File: src/rtl/tt_add_arb.sv
// tt_add_arb: round-robin arbiter sharing one W-bit adder among NREQ requesters.
// Optional build macro TT_ADD_ARB_SAT_EN saturates resp_sum to all-ones on carry.
module tt_add_arb #(
    parameter  int NREQ = 4,
    parameter  int W    = 8,
    localparam int IDW  = $clog2(NREQ)
) (
    input  logic              clk,
    input  logic              rst,
    input  logic [NREQ-1:0]   req_valid,
    output logic [NREQ-1:0]   req_ready,
    input  logic [NREQ*W-1:0] req_a,
    input  logic [NREQ*W-1:0] req_b,
    output logic              resp_valid,
    input  logic              resp_ready,
    output logic [W-1:0]      resp_sum,
    output logic              resp_carry,
    output logic [IDW-1:0]    resp_id,
    output logic [15:0]       op_count,
    output logic              busy
);

    typedef enum logic {EMPTY, FULL} state_t;

    state_t         state, state_nxt;
    logic [IDW-1:0] ptr, ptr_nxt;
    logic [IDW-1:0] gidx;
    logic [IDW-1:0] idx;
    logic           grant;
    logic           slot_free;
    logic [W-1:0]   a_arr [NREQ];
    logic [W-1:0]   b_arr [NREQ];
    logic [W-1:0]   a_sel, b_sel;
    logic [W:0]     sum_full;
    logic [W-1:0]   sum_out;

    for (genvar i = 0; i < NREQ; i++) begin : g_unpack
        assign a_arr[i] = req_a[i*W +: W];
        assign b_arr[i] = req_b[i*W +: W];
    end

    assign resp_valid = (state == FULL);
    assign slot_free  = !resp_valid || resp_ready;
    assign busy       = resp_valid || (|req_valid);

    // First valid index at or after ptr, wrapping; nothing granted in reset.
    always_comb begin
        grant     = 1'b0;
        gidx      = '0;
        idx       = '0;
        req_ready = '0;
        if (!rst && slot_free) begin
            for (int k = 0; k < NREQ; k++) begin
                idx = IDW'((int'(ptr) + k) % NREQ);
                if (!grant && req_valid[idx]) begin
                    grant = 1'b1;
                    gidx  = idx;
                end
            end
        end
        if (grant) req_ready = NREQ'(1) << gidx;
    end

    assign a_sel    = a_arr[gidx];
    assign b_sel    = b_arr[gidx];
    assign sum_full = {1'b0, a_sel} + {1'b0, b_sel};

`ifdef TT_ADD_ARB_SAT_EN
    assign sum_out = sum_full[W] ? {W{1'b1}} : sum_full[W-1:0];
`else
    assign sum_out = sum_full[W-1:0];
`endif

    assign ptr_nxt = (gidx == IDW'(NREQ - 1)) ? '0 : gidx + 1'b1;

    always_comb begin
        state_nxt = state;
        unique case (state)
            EMPTY: if (grant) state_nxt = FULL;
            FULL:  if (resp_ready && !grant) state_nxt = EMPTY;
            default: state_nxt = EMPTY;
        endcase
    end

    always_ff @(posedge clk) begin
        if (rst) begin
            state      <= EMPTY;
            ptr        <= '0;
            resp_sum   <= '0;
            resp_carry <= 1'b0;
            resp_id    <= '0;
            op_count   <= '0;
        end else begin
            state <= state_nxt;
            if (grant) begin
                resp_sum   <= sum_out;
                resp_carry <= sum_full[W];
                resp_id    <= gidx;
                ptr        <= ptr_nxt;
            end
            if (resp_valid && resp_ready) op_count <= op_count + 16'd1;
        end
    end

endmodule

File: config.mk
export PLATFORM = sky130hd
export DESIGN_NAME = tt_add_arb
export DESIGN_NICKNAME = d
export VERILOG_FILES = /design/src/rtl/tt_add_arb.sv
export SDC_FILE = /design/constraint.sdc
export NUM_CORES = 1
export LEC_CHECK = 0
export ABC_CLOCK_PERIOD_IN_PS = 3100
export CORE_MARGIN = 1.5
export CORE_UTILIZATION = 35
export DETAILED_ROUTE_END_ITERATION = 12
export PLACE_DENSITY = 0.72
export SETUP_SLACK_MARGIN = 0.3
export SLEW_MARGIN = 20
export SYNTH_ARGS = -nofsm -noshare
export SYNTH_HDL_FRONTEND = slang
export SYNTH_SLANG_ARGS = --single-unit
File: constraint.sdc
create_clock -name clk -period 3.1 [get_ports clk]
set_input_delay 0.31 -clock clk [delete_from_list [all_inputs] [get_ports clk]]
set_output_delay 0.31 -clock clk [all_outputs]
set_load 0.01 [all_outputs]
==> impl_metrics.py <==
metrics = {
    "clocking": {
        "clkSinkCount": 30,
        "numCtsBuffers": 5,
        "cts.reportedPaths.clkPinSlew_ns": 0.06,
        "insertion_delay_ns": 0.29,
        "cts_tree": "done",
        "cts_buffer_depth": 2,
        "htree_levels": 2,
        "cts_root_buffer": "clkbuf_8",
    },
    "min_path": {
        "hold_path_class": "flip-flop to flip-flop",
        "worstHoldStart": "resp_sum[1]",
        "hold_path_depth": 2,
        "worstHoldEndpoint": "resp_sum[1]",
    },
    "timing": {
        "skew_ns": 0.005401,
        "rsz0062_at_grt": "true",
        "slew_headroom_pct": 62.69,
        "whs_ns": 0.4570,
        "max_freq_mhz": 319.6,
        "finalHoldViolCount": 0,
        "finalSetupViolCount": 2,
        "fin_crit_ns": 3.129,
        "fin_ws_ns": -0.02940,
        "tightest_slew_ns": 0.5546,
        "period_share_pct": 100.9,
        "drv_slew": 0,
    },
    "global_routing": {
        "grt_pass1_vias": 2466,
        "antenna_found_initial": 0,
        "globalRouteOverflowTotal": 0,
        "grt_max_degree": 40,
        "grt_pass1_wl_um": 11140,
        "track_usage_pct": 19.21,
    },
    "die": {
        "die_x_um": 83.86,
        "row_count": 29,
        "die_y_um": 83.86,
        "pin_count": 104,
        "core_mm2": 0.006350,
        "die_area_mm2": 0.007033,
        "start_util_pct": 36.04,
    },
    "setup_path": {
        "path_buf_inv": 4,
        "reg2reg_slack_ns": -0.03,
        "start_kind": "flip-flop",
        "path_delay_family": "compound AO/OA/AOI/OAI gates",
        "max_stage_delay_ns": 0.41,
        "end_kind": "flip-flop",
        "cp_slowest_cell": "fa_2",
        "r2r-end": "resp_sum[4]",
        "reg2reg_depth": 15,
        "path_max_fanout": 6,
        "cp_cell_sequence": "nand3b_1 -> a21o_1 -> a221o_2 -> buf_12 -> buf_8 -> mux2i_1 -> mux2i_1 -> buf_4 -> fa_2 -> buf_4 -> a21o_1 -> a21oi_2 -> xnor2_1 -> nand2_1 -> a21oi_1",
        "critical_path_class": "flip-flop to flip-flop",
        "r2r_start": "ptr[1]",
        "cp.required_ns": 3.31,
        "worstPathArrival_ns": 3.34,
    },
    "power_and_ir_drop": {
        "power_density_mw_per_mm2": 357.1,
        "p_leak_nw": 1.765,
        "max-vdd-ir-drop_mv": 0.2551,
    },
    "place": {
        "portBuffers": 103,
        "hpwl_um": 4980,
        "place.gp.congestion": 0.8260,
    },
    "layout": {
        "final_layout_size_suffix_gt1_share_pct": 19.76,
        "multiInputGateArea_mm2": 0.001659,
        "antenna_cells": 0,
        "final_util_pct": 61.62,
        "nNetsFinal": 494,
        "seq_area_um2": 604.3,
        "fillerInstances": 557,
        "syn2layout_area_growth_pct": 70.97,
    },
    "status": {
        "status": "complete, but fails checks",
        "violations": "setup timing",
    },
    "yosys": {
        "netlist_top_cells_area": "dfxtp_1 26%, mux2i_1 21%, ha_1 7.1%",
        "synth_nets": 347,
        "yosysMostFrequentCell": "mux2i_1",
        "yosys-top-cells-count": "49 x mux2i_1, 30 x dfxtp_1, 21 x nand2_1",
        "yosysTopAreaCell": "dfxtp_1",
        "syn-cell-area_mm2": 0.002288,
        "ys_ff_latch": 30,
        "postSynthAreaPerCell_um2": 8.735,
        "synth_cells": 262,
        "synth_edf_count": 0,
        "yosys.area.top_type_share_pct": 26.24,
        "ys.flop_type": "dfxtp_1",
        "synth_cell_types": 43,
        "ys_seq_area_share_pct": 26.24,
        "synth_warnings": 0,
        "synthArstFlopShare_pct": 0,
    },
    "routing": {
        "via_count": 2452,
        "drtPass1Iterations": 4,
        "finalWirelength_um": 6816,
        "drt-initial-drc-count": 119,
        "wire_per_inst_um": 14.00,
        "via_per_inst": 5.035,
        "final_antenna_net_count": 0,
        "drc": 0,
    },
    "run": {
        "cap_violations": 0,
    },
}
## timing repair
item / 4_1_cts / 5_1_grt
setup endpoints to repair: 11 / 9
hold buffers: 0 / 0
pin swaps: 11 / 7
gates resized for setup: 34 / 6
buffers inserted: 11 / 4
endpoints found under the hold margin: 0 / 0
## per-layer routing
metal | GRT usage, % | part of all wire, %
met1 | 22.84 | 43
met2 | 33.80 | 50
met3 | 3.066 | 4.3
met4 | 8.793 | 3.0
met5 | 0 | 0
## tightest hold or removal path, stage by stage, from the launching register on
cell and delay, ns:
dfxtp_1 0.31, nand2_1 0.05, a21oi_1 0.05
## sequential cells by signal, indices dropped and copies added (netlist names)
name,cells
resp_sum,8
ptr,2
resp_valid,1
op_count,16
resp_id,2
resp_carry,1
## cells by family (layout without fill, tap and decap cells)
group                      after synthesis  after routing  share of synthesized area (%)
and+or+nand+nor                         98             98                          22.96
xor gates and xnor gates                14             14                          5.358
AOI/OAI and AO/OA                       39             39                          10.77
muxes                                   49             49                          21.43
DFF                                     30             30                          26.24
buffers and inverters                   18            166                          5.249
adders and majority gates               14             14                          7.983
## power by group
group	internal, mW	total, mW	switching [mW]
Clock	0.179	0.325	0.146
Combinational	0.374	0.632	0.258
Sequential	0.419	0.440	0.0214
## worst max-delay path by stage
stage	to	slack (ns)	startpoint	cells past startpoint
after floorplan	resp_sum[6]	0.21	ptr[1]	14
after global placement	resp_sum[6]	-0.36	req_valid[0]	14
after detailed placement	resp_sum[7]	-0.38	req_valid[0]	13
after CTS	resp_sum[6]	0.02	ptr[1]	14
after global routing	resp_sum[4]	-0.14	ptr[1]	15
final	resp_sum[4]	-0.03	ptr[1]	15
## metrics by stage
stage               TNS (ns)  power [mW]  cells  area (um^2)  setup slack (ns)
floorplan                  0      0.7344    262         2311            0.2060
global placement      -1.819       1.002    464         3602           -0.3625
detailed placement    -2.108       1.008    464         3602           -0.3848
CTS                        0       1.381    483         3857           0.01797
global route         -0.5132       1.476    487         3913           -0.1368
finish              -0.04232       1.397    487         3913          -0.02940
## cell usage in the layout (no fill, tap or decap), types with 3 or more instances in the layout
cell	count
ha_1	10
clkbuf_8	6
mux2i_1	49
nand3_1	7
nand2_1	20
ha_2	3
nand3b_1	3
o21ai_0	4
a21oi_2	3
a21oi_1	13
clkdlybuf4s50_1	95
and2_1	5
dlygate4sd2_1	5
buf_6	3
nand2b_1	3
nor3b_1	3
buf_4	44
nand2b_4	3
nor4_1	7
dfxtp_1	29
nand4_1	4
and3_1	3
or3_1	5
inv_1	5
nor2b_1	3
nor2_1	20
xor2_1	6
xnor2_1	8
## final cells by class
| class | instances | area share (%) |
|---|---|---|
| well taps | 77 | 2.462 |
| repair buffers | 153 | 36.87 |
| inverters | 5 | 0.4797 |
| flip-flops and latches | 30 | 15.45 |
| multi-input cells | 214 | 42.40 |
| clock inverters | 1 | 0.1279 |
| clock buffers | 7 | 2.207 |
No activity file was read; power rests on OpenSTA's default activity.
